[src/rtl/serial_add_ctrl_pkg.sv]
// Shared encodings for the serial ADD unit and the multi-cycle control unit.
// FSM state codes and the add/subtract op code.
package serial_add_ctrl_pkg;

  localparam logic [1:0] ST_IDLE = 2'd0;
  localparam logic [1:0] ST_RUN  = 2'd1;
  localparam logic [1:0] ST_DONE = 2'd2;

  localparam logic OP_ADD = 1'b0;
  localparam logic OP_SUB = 1'b1;

  typedef enum logic [1:0] {
    IDLE = ST_IDLE,
    RUN  = ST_RUN,
    DONE = ST_DONE
  } state_e;

endpackage

[src/rtl/serial_add_ctrl_bit_cell.sv]
// One-bit full adder cell, purely combinational.
// Latency 0; no flow control.
module add_bit_cell (
  input  logic a_i,
  input  logic b_i,
  input  logic c_i,
  output logic s_o,
  output logic cout_o
);

  assign s_o    = a_i ^ b_i ^ c_i;
  assign cout_o = (a_i & b_i) | (a_i & c_i) | (b_i & c_i);

endmodule

[src/rtl/serial_add_ctrl.sv]
// Bit-serial adder/subtractor: one operand bit pair per cycle, LSB first.
// Latency WIDTH+2 cycles start-to-done; start is ignored unless IDLE.
module serial_add_ctrl
  import serial_add_ctrl_pkg::*;
#(
  parameter int WIDTH = 32
) (
  input  logic             clk,
  input  logic             rst_n,
  input  logic             start,
  input  logic             op_sub,
  input  logic [WIDTH-1:0] a_in,
  input  logic [WIDTH-1:0] b_in,
  output logic             busy,
  output logic             done,
  output logic [WIDTH-1:0] result,
  output logic             carry_out,
  output logic             overflow,
  output logic             zero
);

  localparam int CNT_W = $clog2(WIDTH);
  localparam logic [CNT_W-1:0] LAST_BIT = CNT_W'(WIDTH - 1);

  state_e           state_q;
  logic [WIDTH-1:0] a_q;
  logic [WIDTH-1:0] b_q;
  logic [WIDTH-1:0] result_q;
  logic [CNT_W-1:0] cnt_q;
  logic             carry_q;
  logic             busy_q;
  logic             done_q;
  logic             carry_out_q;
  logic             overflow_q;
  logic             zero_q;

  logic sum_bit;
  logic cell_cout;

  add_bit_cell u_bit_cell (
    .a_i    (a_q[0]),
    .b_i    (b_q[0]),
    .c_i    (carry_q),
    .s_o    (sum_bit),
    .cout_o (cell_cout)
  );

  always_ff @(posedge clk or negedge rst_n) begin
    if (!rst_n) begin
      state_q     <= IDLE;
      a_q         <= '0;
      b_q         <= '0;
      result_q    <= '0;
      cnt_q       <= '0;
      carry_q     <= 1'b0;
      busy_q      <= 1'b0;
      done_q      <= 1'b0;
      carry_out_q <= 1'b0;
      overflow_q  <= 1'b0;
      zero_q      <= 1'b0;
    end else begin
      done_q <= 1'b0;
      case (state_q)
        IDLE: begin
          if (start) begin
            // Subtraction is A + ~B + 1: invert B and seed the carry with 1.
            a_q         <= a_in;
            b_q         <= (op_sub == OP_SUB) ? ~b_in : b_in;
            carry_q     <= op_sub;
            cnt_q       <= '0;
            result_q    <= '0;
            carry_out_q <= 1'b0;
            overflow_q  <= 1'b0;
            zero_q      <= 1'b0;
            busy_q      <= 1'b1;
            state_q     <= RUN;
          end
        end
        RUN: begin
          result_q <= {sum_bit, result_q[WIDTH-1:1]};
          a_q      <= a_q >> 1;
          b_q      <= b_q >> 1;
          carry_q  <= cell_cout;
          if (cnt_q == LAST_BIT) begin
            // carry_q here is the carry into the MSB
            carry_out_q <= cell_cout;
            overflow_q  <= carry_q ^ cell_cout;
            busy_q      <= 1'b0;
            state_q     <= DONE;
          end else begin
            cnt_q <= cnt_q + CNT_W'(1);
          end
        end
        DONE: begin
          done_q  <= 1'b1;
          zero_q  <= (result_q == '0);
          state_q <= IDLE;
        end
        default: state_q <= IDLE;
      endcase
    end
  end

  assign busy      = busy_q;
  assign done      = done_q;
  assign result    = result_q;
  assign carry_out = carry_out_q;
  assign overflow  = overflow_q;
  assign zero      = zero_q;

endmodule
[config.mk]
export PLATFORM = sky130hd
export DESIGN_NAME = serial_add_ctrl
export DESIGN_NICKNAME = d
export VERILOG_FILES = /design/src/rtl/serial_add_ctrl_pkg.sv /design/src/rtl/serial_add_ctrl_bit_cell.sv /design/src/rtl/serial_add_ctrl.sv
export SDC_FILE = /design/constraint.sdc
export NUM_CORES = 1
export LEC_CHECK = 0
export BUFFER_PORTS_ARGS = -buffer_cell sky130_fd_sc_hd__buf_2
export CAP_MARGIN = 0
export CORE_MARGIN = 2
export CORE_UTILIZATION = 50
export DETAILED_ROUTE_END_ITERATION = 16
export PLACE_DENSITY = 0.82
export SYNTH_ARGS = -nofsm -noshare
export SYNTH_HDL_FRONTEND = slang
export SYNTH_SLANG_ARGS = --single-unit
[constraint.sdc]
create_clock -name clk -period 1.7 [get_ports clk]
set_input_delay 0.34 -clock clk [delete_from_list [all_inputs] [get_ports clk]]
set_output_delay 0.34 -clock clk [all_outputs]
set_load 0.005 [all_outputs]
==> impl_metrics.tcl <==
set metrics [dict create \
    synth_xor_area_frac 0.0524 \
    cp_max_fo 4 \
    syn-num-nets 608 \
    whs_ns 0.226 \
    regToRegStartpoint "cnt_q[0]" \
    io_buffers 104 \
    grt-busiest-layer "met2" \
    power.leakage_nw 3.00 \
    cts_buffer_depth 2 \
    core-area_mm2 0.0108 \
    pwr-share-clk 0.165 \
    power.internal_mw 6.04 \
    synth_area_leaders "dfrtp_1 (49%), a22oi_1 (8.6%), nor2b_1 (7.4%), a21oi_1 (5.8%), a22o_1 (5.7%)" \
    critPathLaunchType "register" \
    use_met1 0.316 \
    clockRootBuffer "clkbuf_8" \
    total_power_mw 9.59 \
    drc 0 \
    cp.buffers_inverters 0 \
    place_congestion 0.817 \
    criticalPathCategory "reg2reg" \
    pwr-share-comb 0.353 \
    grt_pass1_vias 4275 \
    worst_r2r_path_depth 6 \
    post-place-ws_ns -0.0810 \
    synth_top_area_cell "dfrtp_1" \
    grt_setup_unrepaired "true" \
    synthCells 536 \
    grtUsageMet3 0.0311 \
    ant_nets 0 \
    synth_area_mm2 0.00551 \
    avgViaCountPerCell 5.91 \
    grt_usage 0.222 \
    yosys.area_share.simple 0.106 \
    syn_avg_cell_area_um2 10.3 \
    fin_tns_setup_ns -0.104 \
    skew_ns 0.0149 \
    rr_endpoint "cnt_q[3]" \
    cts_made_buffers 9 \
    grt_max_degree 69 \
    fin_cells 769 \
    synthMuxAreaShare 0.00772 \
    die_y_um 109 \
    max_slew.worst_pin.slew_ns 0.418 \
    layout-drive-gt1-share 0.245 \
    synth_cell_types 35 \
    drt-pass1-iter-count 7 \
    p_sw_frac 0.370 \
    period_needed_ns 1.77 \
    grt_pass1_wl_um 20900 \
    die_w_um 109 \
    cts.clk_slew.worst_paths_ns 0.12 \
    yosysTopAreaCellShare 0.495 \
    routedWlPerCell_um 16.7 \
    synthAdderAreaFrac 0.0104 \
    p_seq_frac 0.482 \
    rows 38 \
    initial_core_util 0.511 \
    violations "negative setup slack" \
    max_stage_delay_ns 0.41 \
    cp_slowest_cell "dfrtp_1" \
    dpl_cell_area_mm2 0.00619 \
    crit_chain "ha_2, and3_4, ha_4, nand4b_1, mux2_4, a22o_1" \
    final_nets 696 \
    routed_wl_um 12900 \
    grt_overflow_total 0 \
    finalSetupViolations 2 \
    status "finished, violations left" \
    cts_tree "built" \
    synth_top_family_by_area "compound AO/OA/AOI/OAI gates" \
    worstHoldPathCells 3 \
    power_density_mw_per_mm2 1490 \
    fin_crit_sh 1.04 \
    hold_viol 0 \
    stdcell_area_mm2 0.00646 \
    seq_area_mm2 0.00273 \
    timing.final.ws_setup_ns -0.0698 \
    gr-usage-met2 0.347 \
    n_antenna_cell 0 \
    vias 4548 \
    worst_hold_path_type "in2reg" \
    peakVddDrop_mv 0.714 \
    p_sw_mw 3.55 \
    ys_seq_area_frac 0.495 \
    synth_compound_area_frac 0.273 \
    hold_end "a_q[17]" \
    h-tree-depth 3 \
    synth-seq-cells 109 \
    relSlewSlack 0.721 \
    maxCapViolations 0 \
    reg2reg_slack_ns -0.07 \
    cp_data_required_time_ns 1.97 \
    placedCellCount 748 \
    ios 105 \
    detailed_place_hpwl_um 8320 \
    multi_input_area_mm2 0.00252 \
    clock_latency_ns 0.38 \
    arrival_ns 2.04 \
    die_area_mm2 0.0119 \
    yosysWarnings 0 \
    critPathTopFamily "flip-flops" \
    end_kind "register" \
    fin_util 0.598 \
    slew_viol_final 0 \
    max_freq_mhz 565 \
    antenna_found_initial 0 \
    fill_cells 924 \
    min-delay-start "a_in[17]" \
    clock-sinks 109 \
    crit_cells 6 \
    synthToLayoutAreaGrowth_pct 17.1 \
    drt-initial-drc-count 281 \
]
-- per-layer routing --
metal	vias up	share of wire
met3	20	0.049
met1	2259	0.46
li1	2118	-
met4	0	0.019
met2	151	0.47
met5	-	0
-- flip-flops by register name, indices dropped and copies added (netlist names) --
register   flops
overflow       1
done           1
carry_q        1
result        32
b_q           32
busy           1
cnt_q          5
state_q        2
carry_out      1
zero           1
a_q           32
-- placed cells by master, fill, tap and decap left out, types with 2 or more instances in the layout --
master and n:
clkbuf_8 9, a21oi_2 2, inv_8 3, a21oi_1 64
a22o_1 36, xor2_1 32, clkinv_4 2, dfrtp_2 2
nor2b_4 2, a22oi_1 63, and2b_1 3, nand2b_1 3
buf_4 11, nor2_1 4, o22ai_1 3, ha_2 2
nand2_1 5, nor4_1 8, dfrtp_1 107, buf_2 103
o21ai_1 47, inv_1 6, buf_12 10, mux2i_1 2
nor2b_1 64, o21ai_0 20
-- power by group through the flow --
| stage | Clock [mW] | Combinational, mW | Sequential (mW) |
|---|---|---|---|
| global placement | 0 | 3.18 | 4.56 |
| finish | 1.59 | 3.38 | 4.62 |
| floorplan | 0 | 2.33 | 4.41 |
| detailed placement | 0 | 3.33 | 4.64 |
| CTS | 1.61 | 3.39 | 4.61 |
| global route | 1.73 | 3.80 | 4.77 |
-- kinds of logic (layout without fill, tap and decap cells) --
logic type,Yosys count,count (layout)
AOI/OAI and AO/OA,237,237
xor gates and xnor gates,33,33
adders and majority gates,4,4
buffers and inverters,54,147
DFF,109,109
muxes,4,4
and+or+nand+nor,95,95
-- Yosys cell counts --
master	instances
dfrtp_1	109
nor2b_1	65
a21oi_1	64
a22oi_1	63
o21ai_1	47
a22o_1	36
xor2_1	32
buf_2	22
o21ai_0	20
clkbuf_1	13
nor4_1	8
buf_4	6
inv_1	6
buf_6	5
nand2_1	5
nand2b_1	4
nor2_1	4
and2b_1	3
ha_1	3
o22ai_1	3
a21oi_2	2
mux2_2	2
mux2i_1	2
and2_1	1
and3_1	1
buf_8	1
clkbuf_4	1
fa_1	1
nand3_1	1
nand4_1	1
nand4b_1	1
nor2b_4	1
o21bai_4	1
o31ai_1	1
xnor2_1	1
-- worst reg2reg max path, cell delays in order, from the launching register on --
cell	delay [ns]
dfrtp_1	0.41
ha_2	0.19
and3_4	0.19
ha_4	0.16
nand4b_1	0.19
mux2_4	0.33
a22o_1	0.19
-- repair_timing --
item                                    in CTS  in global routing
hold buffers                                 1                  0
endpoints found under the hold margin      109                  0
endpoints found under the setup margin       2                  4
setup buffers                                2                  2
resized for setup                            4                  2
pin swaps                                    1                  1
gates cloned                                 0                  0
-- worst max-delay path by stage --
stage	end	start	slack, ns
floorplan	cnt_q[2]	cnt_q[0]	0.03
global placement	cnt_q[2]	cnt_q[1]	0.003
detailed placement	cnt_q[3]	cnt_q[0]	-0.08
CTS	cnt_q[3]	cnt_q[0]	-0.05
global route	cnt_q[3]	cnt_q[0]	-0.11
finish	cnt_q[3]	cnt_q[0]	-0.07
-- cell type report --
class	instances	share of cell area
clock buffer	9	0.0192
clock inverter	7	0.0118
inverter	6	0.00349
multi-input combinational	373	0.390
sequential	109	0.423
tap	140	0.0271
timing repair buffer	125	0.125
(Power assumes the default switching activity.)
